### src/rtl/uart_arb_pkg.sv
// Shared constants, state encoding and round-robin pick for the UART line arbiter.
package uart_arb_pkg;

  localparam logic [7:0] LF = 8'h0A;

  typedef enum logic [1:0] {
    IDLE  = 2'd0,
    BURST = 2'd1,
    TERM  = 2'd2
  } state_t;

  localparam logic [1:0] GNT_NONE = 2'b00;
  localparam logic [1:0] GNT_REQ0 = 2'b01;
  localparam logic [1:0] GNT_REQ1 = 2'b10;

  // On a tie the requester that did not own the previous line wins.
  function automatic logic [1:0] rr_pick(input logic v0, input logic v1, input logic [1:0] last);
    logic [1:0] pick;
    pick = GNT_NONE;
    if (v0 && v1)
      pick = (last == GNT_REQ0) ? GNT_REQ1 : GNT_REQ0;
    else if (v0)
      pick = GNT_REQ0;
    else if (v1)
      pick = GNT_REQ1;
    return pick;
  endfunction

endpackage

### src/rtl/uart_tx_line_arbiter.sv
// Arbitrates two byte streams onto one UART transmitter a whole line at a time,
// forcing an LF onto the wire when the owning requester stalls for too long.
module uart_tx_line_arbiter
  import uart_arb_pkg::*;
#(
  parameter int IDLE_TIMEOUT = 4096
) (
  input  logic       clk,
  input  logic       rstn,
  input  logic [7:0] req0_data,
  input  logic       req0_valid,
  output logic       req0_ready,
  input  logic [7:0] req1_data,
  input  logic       req1_valid,
  output logic       req1_ready,
  output logic [7:0] tx_data,
  output logic       tx_valid,
  input  logic       tx_ready,
  output logic [1:0] grant_o,
  output logic       timeout_o
);

  localparam logic [15:0] TIMEOUT_LIM = 16'(IDLE_TIMEOUT);

  state_t      state, state_nxt;
  logic [1:0]  grant_q, grant_nxt;
  logic [1:0]  last_q, last_nxt;
  logic [15:0] stall_q, stall_nxt;
  logic        own_valid;
  logic [7:0]  own_data;
  logic [1:0]  pick;

  always_comb begin
    own_valid = 1'b0;
    own_data  = 8'h00;
    if (grant_q == GNT_REQ0) begin
      own_valid = req0_valid;
      own_data  = req0_data;
    end else if (grant_q == GNT_REQ1) begin
      own_valid = req1_valid;
      own_data  = req1_data;
    end
  end

  always_comb begin
    state_nxt  = state;
    grant_nxt  = grant_q;
    last_nxt   = last_q;
    stall_nxt  = stall_q;
    tx_valid   = 1'b0;
    tx_data    = 8'h00;
    req0_ready = 1'b0;
    req1_ready = 1'b0;
    timeout_o  = 1'b0;
    pick       = rr_pick(req0_valid, req1_valid, last_q);
    case (state)
      IDLE: begin
        if (pick != GNT_NONE) begin
          grant_nxt = pick;
          last_nxt  = pick;
          stall_nxt = 16'd0;
          state_nxt = BURST;
        end
      end
      BURST: begin
        tx_valid   = own_valid;
        tx_data    = own_data;
        req0_ready = (grant_q == GNT_REQ0) && tx_ready;
        req1_ready = (grant_q == GNT_REQ1) && tx_ready;
        if (own_valid && tx_ready) begin
          stall_nxt = 16'd0;
          if (own_data == LF) begin
            state_nxt = IDLE;
            grant_nxt = GNT_NONE;
          end
        end else if (!own_valid) begin
          // A busy transmitter is not a stall; only a silent owner counts.
          stall_nxt = stall_q + 16'd1;
          if (stall_nxt == TIMEOUT_LIM)
            state_nxt = TERM;
        end
      end
      TERM: begin
        // The closing LF is generated here; the owner's byte stays pending.
        tx_valid = 1'b1;
        tx_data  = LF;
        if (tx_ready) begin
          timeout_o = 1'b1;
          state_nxt = IDLE;
          grant_nxt = GNT_NONE;
          stall_nxt = 16'd0;
        end
      end
      default: begin
        state_nxt = IDLE;
        grant_nxt = GNT_NONE;
      end
    endcase
  end

  always_ff @(posedge clk or negedge rstn) begin
    if (!rstn) begin
      state   <= IDLE;
      grant_q <= GNT_NONE;
      last_q  <= GNT_REQ1;
      stall_q <= 16'd0;
    end else begin
      state   <= state_nxt;
      grant_q <= grant_nxt;
      last_q  <= last_nxt;
      stall_q <= stall_nxt;
    end
  end

  assign grant_o = grant_q;

endmodule

### config.mk
export PLATFORM = sky130hd
export DESIGN_NAME = uart_tx_line_arbiter
export DESIGN_NICKNAME = d
export VERILOG_FILES = /design/src/rtl/uart_arb_pkg.sv /design/src/rtl/uart_tx_line_arbiter.sv
export SDC_FILE = /design/constraint.sdc
export NUM_CORES = 1
export LEC_CHECK = 0
export BUFFER_PORTS_ARGS = -buffer_cell sky130_fd_sc_hd__buf_4
export CAP_MARGIN = 20
export CORE_AREA = 10 10 90 92
export CTS_CLUSTER_DIAMETER = 40
export DETAILED_ROUTE_END_ITERATION = 8
export DIE_AREA = 0 0 100 102
export SLEW_MARGIN = 5
export SYNTH_ARGS = -nofsm -noshare
export SYNTH_HDL_FRONTEND = slang
export SYNTH_SLANG_ARGS = --single-unit
### constraint.sdc
create_clock -name clk -period 4.8 [get_ports clk]
set_clock_uncertainty 0.2 [all_clocks]
set_input_delay 0.72 -clock clk [delete_from_list [all_inputs] [get_ports clk]]
set_output_delay 0.72 -clock clk [all_outputs]
set_load 0.05 [all_outputs]
After elaboration in Yosys (flattened, before gate mapping)
Index checks and enable logic that the tools add are counted.

Add/subtract/negate cells: 1. Eq/ne operators: 14. Multiplexer cells: 29. Reduce and logical (&&, ||, !) cells: 11.

Operator list (count): 2-to-1 mux 16 bit (4); case mux 16 bit (3 select lines) (1); 2-to-1 mux 2 bit (12); adder 16 x 1 -> 16 bit (second input constant) (1); equality test 16 x 13 -> 1 bit (second input constant) (1); 2-to-1 mux 8 bit (2); case mux 8 bit (2 select lines) (1); case mux 2 bit (3 select lines) (2); != test 3 bit (second input constant) (3); equality test 8 x 4 -> 1 bit (second input constant) (1); != test 2 bit (second input constant) (4); AND reduction 4 bit (2); equality test 2 x 1 -> 1 bit (second input constant) (3); 2-to-1 mux 1 bit (6); AND reduction 5 bit (1); equality test 2 bit (second input constant) (2); logical AND 1 bit (4); nonzero test 3 bit (1); logical NOT 2 bit (1); case mux 1 bit (2 select lines) (1); AND reduction 2 bit (1); nonzero test 2 bit (1).

Register bits: 22. Logic and storage cells: 59.

Logic depth before layout (Yosys ltp)
Gate-level depths: netlist of run 1.

Word-level depth: 7. Depth in mapped cells: 10. Depth with buffers taken out: 8.

Worst setup path before layout of run 1
No wires, ideal clock.

Path type: register to output. From: register grant_q[1] (netlist: grant_o[1]). To: output tx_data[1]. Data arrival time: 2.295 ns. Path slack: 1.585 ns. Stages on the path, launching flop included: 5. Path through: dfrtp_1 nor2b_1 buf_2 a22oi_1 o21ai_0.

Cells in the longest elaborated chain, start to end: 4. Elaborated cells on any way between the ends: 5.

RTL lines: start, declared (line uart_tx_line_arbiter.sv:26) `logic [1:0] grant_q, grant_nxt;`; start signal, assigned (line uart_tx_line_arbiter.sv:109) `grant_q <= grant_nxt;`; equality test 2 bit (line uart_tx_line_arbiter.sv:39) `end else if (grant_q == GNT_REQ1) begin`; 2-to-1 mux 8 bit (line uart_tx_line_arbiter.sv:39); 2-to-1 mux 8 bit (*) (line uart_tx_line_arbiter.sv:36) `if (grant_q == GNT_REQ0) begin`; case mux 8 bit (2 select lines) (*) (line uart_tx_line_arbiter.sv:56) `case (state)`; end, declared (line uart_tx_line_arbiter.sv:16) `output logic [7:0] tx_data,`.

Mark *: on every way between the ends. The rest lies on a longest branch, timed or not.

Final worst setup path of run 1
From: register grant_q[0] (netlist: grant_o[0]). To: output tx_valid.

Cells in the longest elaborated chain, start to end: 4. Elaborated cells on any way between the ends: 5.

RTL lines: equality test 2 bit (line uart_tx_line_arbiter.sv:39); 2-to-1 mux 1 bit (line uart_tx_line_arbiter.sv:39); 2-to-1 mux 1 bit (*) (line uart_tx_line_arbiter.sv:36); case mux 1 bit (2 select lines) (*) (line uart_tx_line_arbiter.sv:56); end, declared (line uart_tx_line_arbiter.sv:17) `output logic tx_valid,`.

Marked as above.

==> impl_metrics.json, run 1 <==
{
  "status": "completed",
  "p_total_w": 0.000861,
  "placed_area_mm2": 0.00208,
  "io_buffers": 34,
  "finalMaxSlewViolations": 0,
  "via_per_inst": 5.49,
  "synthTopCellsByCount": "21 x dfrtp_1, 20 x o21ai_0, 17 x nor2_1",
  "critPathMaxFanout": 12,
  "nets": 262,
  "vias": 1707,
  "period_minus_slack_ns": 2.86,
  "dp.cells": 307,
  "routedWlPerCell_um": 15.1,
  "synthCells": 213,
  "dpl.hpwl_um": 3510,
  "cts-htree-levels": 1,
  "max_slew_margin": 0.468,
  "max_freq_mhz": 349,
  "die_area_mm2": 0.0102,
  "die_h_um": 102,
  "synth_area_per_cell_um2": 8.65,
  "switching_share": 0.471,
  "finalHoldViolations": 0,
  "area.growth.synth_to_final_pct": 15.8,
  "start_util": 0.293,
  "cts_num_sinks": 22,
  "slowest_stage": "nor2b_1",
  "grt.overflow.total": 0,
  "cp.arrival_ns": 1.94,
  "syn-cell-area_mm2": 0.00184,
  "post_cts_buffers": 0,
  "first_iter_violations": 114,
  "cts_tree": "built",
  "power_density_mw_per_mm2": 403,
  "async_flop_share": 1.00,
  "wl_um": 4700,
  "r2r_setup_slack_ns": 2.00,
  "r2r_cells": 7,
  "tightest_slew_ns": 0.796,
  "drtPass1Iterations": 4,
  "yosys.area.top_type_share": 0.285,
  "internal_power_w": 0.000455,
  "grt_pass1_vias": 1573,
  "n_antenna_cell": 0,
  "cts_hold_buf": 0,
  "cts_root_buf": "clkbuf_8",
  "postRouteAntennaNets": 0,
  "pwr-share-clk": 0.156,
  "setup_viol": 0,
  "die_x_um": 100,
  "rsz0062_at_grt": "no",
  "post-route-period-util": 0.597,
  "grt_use_met2": 0.139,
  "core_area_mm2": 0.00628,
  "synth.most_common_cell": "dfrtp_1",
  "cts_buffers": 3,
  "place_congestion": 0.796,
  "clk_latency_ns": 0.26,
  "grt_pass1_wl_um": 7660,
  "yosysSeqAreaShare": 0.300,
  "synth.ff_latch_count": 22,
  "cp.required_ns": 3.88,
  "grt_max_degree": 23,
  "ys.flop_type": "dfrtp_1",
  "clk_pin_slew_worst_paths_ns": 0.08,
  "hp-class": "input port to async pin",
  "antenna_found_initial": 0,
  "ir_drop_uv": 168,
  "rows": 29,
  "r2r-end": "stall_q[2]",
  "synth_edf_count": 0,
  "critical-path-max-stage-delay_ns": 0.60,
  "grt-busiest-layer": "met2",
  "ios": 35,
  "ys_types": 54,
  "yosysTopAreaCell": "dfrtp_1",
  "grt_use_met3": 0.0202,
  "tns_ns": 0,
  "synth.area.top_cells": "dfrtp_1 29%, o21ai_0 5.4%, o31ai_2 4.8%",
  "final_cells": 311,
  "ys_warn_count": 0,
  "grt_use_met1": 0.115,
  "syn-num-nets": 240,
  "cts_resized": 0,
  "path_class": "flop to output port",
  "finalInstanceArea_mm2": 0.00213,
  "drc": 0,
  "startpoint_type": "flop",
  "clockBufferDepth": 2,
  "grt_usage": 0.0853,
  "layout-drive-gt1-share": 0.248,
  "rr_startpoint": "grant_o[0]",
  "seqPwrFrac": 0.293,
  "leakage_nw": 0.917,
  "max_cap_violations": 0,
  "worst_setup_path_end_kind": "output port",
  "switching_power_w": 0.000406,
  "combPwrFrac": 0.551,
  "cp_cell_sequence": "nor2b_1 -> a22o_4 -> nand3_1 -> nand2_1 -> buf_4"
}
-- flip-flops by register name, indices dropped and copies added (netlist names) --
name,cells
last_q,2
state,2
stall_q,16
grant_o,2
-- area by class of cell --
cell class	instances	area, um2
repair buffers	35	263
clock buffers	4	55.1
inverters	5	18.8
flip-flops and latches	22	552
well taps	77	96.3
fillers	664	4140
multi-input cells	168	1150
-- power by group through the flow --
| stage | Clock (W) | Sequential (W) | Combinational [W] |
|---|---|---|---|
| after global placement | 0 | 0.000253 | 0.000468 |
| after detailed placement | 0 | 0.000255 | 0.000475 |
| after global routing | 0.000142 | 0.000258 | 0.000522 |
| after CTS | 0.000137 | 0.000251 | 0.000476 |
| final | 0.000134 | 0.000252 | 0.000474 |
| after floorplan | 0 | 0.000270 | 0.000350 |
-- worst max-delay path by stage --
| stage | start | to | slack [ns] | cells after the start |
|---|---|---|---|---|
| after CTS | grant_o[0] | tx_valid | 1.91 | 5 |
| after global routing | grant_o[0] | tx_valid | 1.77 | 5 |
| after floorplan | grant_o[1] | tx_data[1] | 1.58 | 4 |
| after detailed placement | grant_o[0] | stall_q[2] | 1.99 | 7 |
| final | grant_o[0] | tx_valid | 1.94 | 5 |
| after global placement | grant_o[0] | stall_q[13] | 2.10 | 7 |
-- kinds of logic (layout without fill, tap and decap cells) --
family	after synthesis	after routing	share of synthesized area
buffers and inverters	23	44	0.0768
AND/OR/NAND/NOR	84	84	0.256
flip-flops	22	22	0.300
XOR/XNOR	5	5	0.0238
multiplexers	3	3	0.0177
AO/OA/AOI/OAI	70	70	0.285
adder cells (fa/ha/maj)	6	6	0.0408
-- layout by cell type (no fill, tap or decap), drive strengths merged, types with 2 or more instances in the layout --
cell    netlist  final
o31ai        11     11
dfrtp        21     21
nor2b         9      9
a21o          2      2
nand2        14     14
o21ai        21     21
o41ai         2      2
and3          8      8
and4b         2      2
a21oi         7      7
a31oi         4      4
xnor2         4      4
nor4b         2      2
inv           5      5
o22ai         2      2
nand2b        4      4
nand4         5      5
buf          15     35
nor2         17     17
and4          2      2
nand3        12     12
o211ai        2      2
a22oi         8      8
a311o         2      2
ha            6      6
nor3          2      2
mux2          2      2
a22o          3      3
clkbuf        3      4
nor4          4      4
-- metal layers --
layer	wire length [um]	share of wire	vias to the layer above
li1	-	-	839
met1	2340	0.50	817
met2	2050	0.44	49
met3	304	0.065	2
met4	8	0.0017	0
met5	0	0	-
-- critical path: cells and delay by family, from the launching register on --
family | cells | cell delay [ns]
simple gates | 3 | 0.80
flops | 1 | 0.41
buf+inv | 1 | 0.20
compound gates | 1 | 0.28
-- per-stage QoR --
stage	hold WS, ns	setup slack, ns	utilization
6_report	0.132	1.94	0.340
3_5_place_dp	0.294	1.99	0.331
3_3_place_gp	0.296	2.10	0.331
4_1_cts	0.143	1.91	0.340
2_1_floorplan	0.224	1.58	-
5_1_grt	0.152	1.77	0.340
Note: power is estimated with default switching activity, not from simulation.
==> inputs of run 2 (changes only) <==
==> constraint.sdc (replaced) <==
create_clock -name clk -period 2.35 [get_ports clk]
set_clock_uncertainty 0.2 [all_clocks]
set_input_delay 0.3525 -clock clk [delete_from_list [all_inputs] [get_ports clk]]
set_output_delay 0.3525 -clock clk [all_outputs]
set_load 0.05 [all_outputs]
==> run 2 against run 1 <==
Effect of this change:
- via count is 0.94% higher
- wire length is 1.9% higher
- critical path depth stayed put
- worst setup slack worse by 1.8 ns
- clock-buffer cell count stayed put
- utilization is 2.0 points higher
- non-clock buffer count is 12 higher
- hold slack worse by 0.054 ns
- sequential power is 100% higher
- die area stayed put
- critical path type unchanged
- combinational power is 140% higher
==> impl_metrics.json, run 2 (same netlist as run 1, synthesis figures left out) <==
{
  "status": "completed",
  "antenna_found_initial": 0,
  "met2_length_um": 2130,
  "die_h_um": 102,
  "finalMaxSlewViolations": 0,
  "tns_ns": 0,
  "via_per_inst": 5.33,
  "cts_root_buf": "clkbuf_8",
  "cp.arrival_ns": 1.64,
  "final_cells": 323,
  "startpoint_type": "flop",
  "rsz0062_at_grt": "no",
  "finalInstanceArea_mm2": 0.00226,
  "ir_drop_uv": 471,
  "start_util": 0.293,
  "path_class": "flop to output port",
  "cts-htree-levels": 1,
  "worst_setup_path_end_kind": "output port",
  "largest_reg_flops": 16,
  "power_density_mw_per_mm2": 849,
  "critical-path-max-stage-delay_ns": 0.39,
  "io_buffers": 34,
  "final_cell_mix": "46 x buf_4, 20 x dfrtp_1, 18 x o21ai_0",
  "place_congestion": 0.802,
  "layout-drive-gt1-share": 0.333,
  "finalHoldViolations": 0,
  "clk_pin_slew_worst_paths_ns": 0.08,
  "r2r_setup_slack_ns": 0.17,
  "wl_met3_um": 356,
  "cts_tree": "built",
  "critPathMaxFanout": 7,
  "cp_cell_sequence": "inv_1 -> ha_1 -> nand2_2 -> o21ai_2 -> buf_4",
  "die_area_mm2": 0.0102,
  "die_x_um": 100,
  "vias": 1723,
  "wl_met1_um": 2250,
  "post-route-period-util": 0.931,
  "grt_pass1_vias": 1722,
  "max_freq_mhz": 457,
  "period_minus_slack_ns": 2.19,
  "hp-class": "input port to flop",
  "wl_um": 4790,
  "placed_area_mm2": 0.00217,
  "clk_latency_ns": 0.27,
  "cts_buffers": 3,
  "grt.overflow.total": 0,
  "setup_viol": 0,
  "leakage_nw": 0.973,
  "dpl.hpwl_um": 3620,
  "top_layer": "met4",
  "drtPass1Iterations": 4,
  "max_cap_violations": 0,
  "postRouteAntennaNets": 0,
  "largest_register": "stall_q",
  "nets": 274,
  "grt_usage": 0.0945,
  "clockBufferDepth": 2,
  "n_antenna_cell": 0,
  "p_total_w": 0.00192,
  "routedWlPerCell_um": 14.8,
  "cts_num_sinks": 22,
  "core_area_mm2": 0.00628,
  "drc": 0,
  "area.growth.synth_to_final_pct": 22.7,
  "layout_commonest_cell": "buf_4",
  "grt_pass1_wl_um": 8220,
  "first_iter_violations": 90,
  "fill_cells": 655,
  "rows": 29,
  "ios": 35,
  "cp.required_ns": 1.80,
  "grt_max_degree": 23,
  "slowest_stage": "dfrtp_1",
  "tightest_slew_ns": 0.383,
  "dp.cells": 316,
  "max_slew_margin": 0.744
}
-- run 2: cell types whose count changed in the layout (fill, tap and decap cells not counted), sizes merged --
cell	previous run	this run
dlygate4sd3	0	1
buf	35	46
-- run 2: power breakdown --
group	switching, W	internal, W	leakage, nW	total, W
clock	0.000137	0.000150	0.0288	0.000287
combinational	0.000681	0.000442	0.650	0.00112
sequential	0.0000634	0.000444	0.294	0.000508
total	0.000881	0.00104	0.973	0.00192
-- run 2: final timing paths --
check | startpoint | end | depth (start not counted)
max | state[0] | tx_data[1] | 5
min | req0_valid | last_q[1] | 2
max reg2reg | grant_o[1] | stall_q[12] | 7
min reg2reg | stall_q[15] | stall_q[15] | 2
max in group asynchronous | rstn | last_q[1] | 2
min in group asynchronous | rstn | stall_q[0] | 2
-- run 2: worst max-delay path, delay by kind of cell (launching register included) --
family | cells | cell delay (ns)
AND/OR/NAND/NOR | 1 | 0.16
adder cells (fa/ha/maj) | 1 | 0.34
flip-flops | 1 | 0.39
AO/OA/AOI/OAI | 1 | 0.16
buffers and inverters | 2 | 0.31
-- run 2: final cells by class --
cell class,count,area [um2],area share
multi-input cells,168,1180,0.523
flip-flops and latches,22,553,0.245
repair buffers,47,355,0.157
well taps,77,96.3,0.0426
clock buffers,4,55.1,0.0244
inverters,5,18.8,0.00831
-- run 2: metrics by stage --
stage                     utilization  worst slack (ns)  hold slack [ns]
after detailed placement        0.345            0.0957           0.0724
final                           0.360             0.161           0.0781
after global routing            0.360          0.000683           0.0780
after CTS                       0.356            0.0699           0.0759
after floorplan                     -            0.0383           -0.143
after global placement          0.345             0.145           0.0671
-- run 2: what timing repair did --
| item | 4_1_cts | 5_1_grt |
|---|---|---|
| setup endpoints to repair | 6 | 9 |
| pin swaps | 0 | 0 |
| setup buffers | 0 | 2 |
| endpoints found under the hold margin | 21 | 0 |
| hold buffers | 1 | 0 |
| gates resized for setup | 1 | 4 |
-- run 2: layer usage --
layer	vias up	GRT usage
li1	862	-
met1	809	0.120
met2	47	0.155
met3	5	0.0250
met4	0	0.0250
met5	-	0
==> inputs of run 3 (changes only) <==
--- a/config.mk
+++ b/config.mk
@@ -7,10 +7,11 @@
 export LEC_CHECK = 0
 export BUFFER_PORTS_ARGS = -buffer_cell sky130_fd_sc_hd__buf_4
 export CAP_MARGIN = 20
-export CORE_AREA = 10 10 90 92
+export CORE_AREA = 5 5 85 87
 export CTS_CLUSTER_DIAMETER = 40
 export DETAILED_ROUTE_END_ITERATION = 8
-export DIE_AREA = 0 0 100 102
+export DIE_AREA = 0 0 90 92
+export HOLD_SLACK_MARGIN = 0.06
 export SLEW_MARGIN = 5
 export SYNTH_ARGS = -nofsm -noshare
 export SYNTH_HDL_FRONTEND = slang
==> run 3 against run 2 <==
Effect of this change:
- worst setup slack worse by 0.014 ns
- flip-flop and latch count stayed put
- non-clock buffer count rose by 1
- final area grew 1.1%
- via count is 0.93% lower
- critical path depth unchanged
- final cell count grew 0.31%
- fmax down 0.62%
- largest cell class unchanged
- largest power group unchanged
- highest routed layer unchanged
==> impl_metrics.json, run 3 (same netlist as run 1, synthesis figures left out) <==
{
  "switching_share": 0.444,
  "worst_setup_path_end_kind": "output port",
  "cp.required_ns": 1.80,
  "layout-drive-gt1-share": 0.328,
  "critPathMaxFanout": 7,
  "r2r_setup_slack_ns": 0.18,
  "drc": 0,
  "post-route-period-util": 0.937,
  "power_density_mw_per_mm2": 863,
  "via_per_inst": 5.27,
  "routedWlPerCell_um": 14.2,
  "postRouteAntennaNets": 0,
  "clockBufferDepth": 2,
  "rsz0062_at_grt": "no",
  "seqPwrFrac": 0.259,
  "largest_register": "stall_q",
  "rows": 29,
  "finalHoldViolations": 0,
  "min_from": "req0_valid",
  "area.growth.synth_to_final_pct": 24.0,
  "clk_pin_slew_worst_paths_ns": 0.09,
  "status": "completed",
  "place_congestion": 0.785,
  "layout_commonest_cell": "buf_4",
  "grt.overflow.total": 0,
  "combPwrFrac": 0.558,
  "hold-path-endpoint": "last_q[1]",
  "grt_pass1_vias": 1724,
  "max_cap_violations": 0,
  "tightest_slew_ns": 0.398,
  "r2r-end": "state[0]",
  "io_buffers": 34,
  "ir_drop_uv": 385,
  "rr_startpoint": "grant_o[1]",
  "post_cts_buffers": 0,
  "grt_usage": 0.112,
  "hp-class": "input port to flop",
  "max_freq_mhz": 454,
  "leakage_nw": 0.995,
  "start_util": 0.293,
  "grt_max_degree": 23,
  "pwr-share-clk": 0.183,
  "setup_viol": 0,
  "internal_power_w": 0.00110,
  "drtPass1Iterations": 4,
  "cts_num_sinks": 22,
  "tns_ns": 0,
  "switching_power_w": 0.000874,
  "wl_um": 4600,
  "cts_tree": "built",
  "p_total_w": 0.00197,
  "grt_pass1_wl_um": 8120,
  "finalMaxSlewViolations": 0,
  "clk_latency_ns": 0.27,
  "cts_buffers": 3,
  "die_h_um": 92,
  "ios": 35,
  "core_area_mm2": 0.00628,
  "dpl.hpwl_um": 3490,
  "n_antenna_cell": 0,
  "fill_cells": 638,
  "nets": 275,
  "final_cell_mix": "47 x buf_4, 21 x dfrtp_1, 18 x o21ai_0",
  "period_minus_slack_ns": 2.20,
  "vias": 1707,
  "path_class": "flop to output port",
  "max_slew_margin": 0.734,
  "antenna_found_initial": 0,
  "cts_root_buf": "clkbuf_8",
  "die_area_mm2": 0.00828,
  "r2r_cells": 7,
  "die_x_um": 90,
  "min_path_cells": 2,
  "largest_reg_flops": 16,
  "startpoint_type": "flop",
  "cp.arrival_ns": 1.65,
  "first_iter_violations": 59,
  "cts-htree-levels": 1
}
[run 3: cell types whose count changed in the layout (fill, tap and decap cells not counted)]
| cell | before | now |
|---|---|---|
| buf_4 | 46 | 47 |
| bufinv_16 | 0 | 1 |
| clkbuf_8 | 4 | 3 |
| dfrtp_1 | 20 | 21 |
| dfrtp_2 | 1 | 0 |
| ha_1 | 4 | 5 |
| ha_2 | 2 | 1 |
| nor2b_1 | 7 | 8 |
| nor2b_2 | 2 | 1 |
| o41ai_1 | 2 | 1 |
| o41ai_2 | 0 | 1 |
[run 3: area by class of cell]
type,count,area [um2],area share
repair buffers,48,363,0.159
clock inverters,1,30.0,0.0131
clock buffers,3,41.3,0.0181
flip-flops and latches,22,552,0.242
well taps,77,96.3,0.0422
multi-input cells,168,1180,0.518
inverters,5,18.8,0.00821
[run 3: repair_timing]
action | CTS | global route
hold buffers | 1 | 0
resized for setup | 0 | 3
hold endpoints to repair | 22 | 0
setup endpoints to repair | 0 | 11
[run 3: how the worst max path moves through the flow]
| stage | startpoint | to | slack, ns | cells after the start |
|---|---|---|---|---|
| 2_1_floorplan | grant_o[1] | stall_q[11] | 0.04 | 8 |
| 3_3_place_gp | stall_q[1] | state[0] | 0.16 | 6 |
| 3_5_place_dp | stall_q[1] | state[0] | 0.13 | 6 |
| 4_1_cts | state[0] | tx_data[3] | 0.007 | 5 |
| 5_1_grt | stall_q[5] | state[1] | 0.0007 | 6 |
| 6_report | state[0] | tx_data[3] | 0.15 | 5 |
[run 3: routing by layer]
layer / wire length (um) / track usage / up-vias / share of wire
li1: - / - / 863 / -
met1: 2180 / 0.146 / 802 / 0.47
met2: 2170 / 0.196 / 40 / 0.47
met3: 226 / 0.0237 / 2 / 0.049
met4: 23 / 0.0186 / 0 / 0.0050
met5: 0 / 0 / - / 0
[run 3: worst max-delay path, stage by stage, from the launching register on]
cell	delay, ns
dfrtp_1	0.40
inv_1	0.10
ha_1	0.33
nand2_2	0.17
o21ai_2	0.17
buf_4	0.21
[run 3: power by group through the flow]
stage | Combinational [W] | Sequential [W] | Clock [W]
final | 0.00110 | 0.000511 | 0.000360
after global routing | 0.00122 | 0.000519 | 0.000383
after CTS | 0.00110 | 0.000510 | 0.000371
after detailed placement | 0.00110 | 0.000518 | 0
after global placement | 0.00109 | 0.000511 | 0
after floorplan | 0.000743 | 0.000551 | 0
[run 3: through the flow]
step | std cells | util | hold slack, ns | area (um2) | worst slack [ns]
after floorplan | 213 | - | -0.143 | 1860 | 0.0383
after global placement | 319 | 0.349 | 0.0659 | 2190 | 0.160
after detailed placement | 319 | 0.349 | 0.0702 | 2190 | 0.134
after CTS | 324 | 0.362 | 0.0737 | 2270 | 0.00678
after global routing | 324 | 0.364 | 0.0794 | 2280 | 0.000701
final | 324 | 0.364 | 0.0866 | 2280 | 0.148
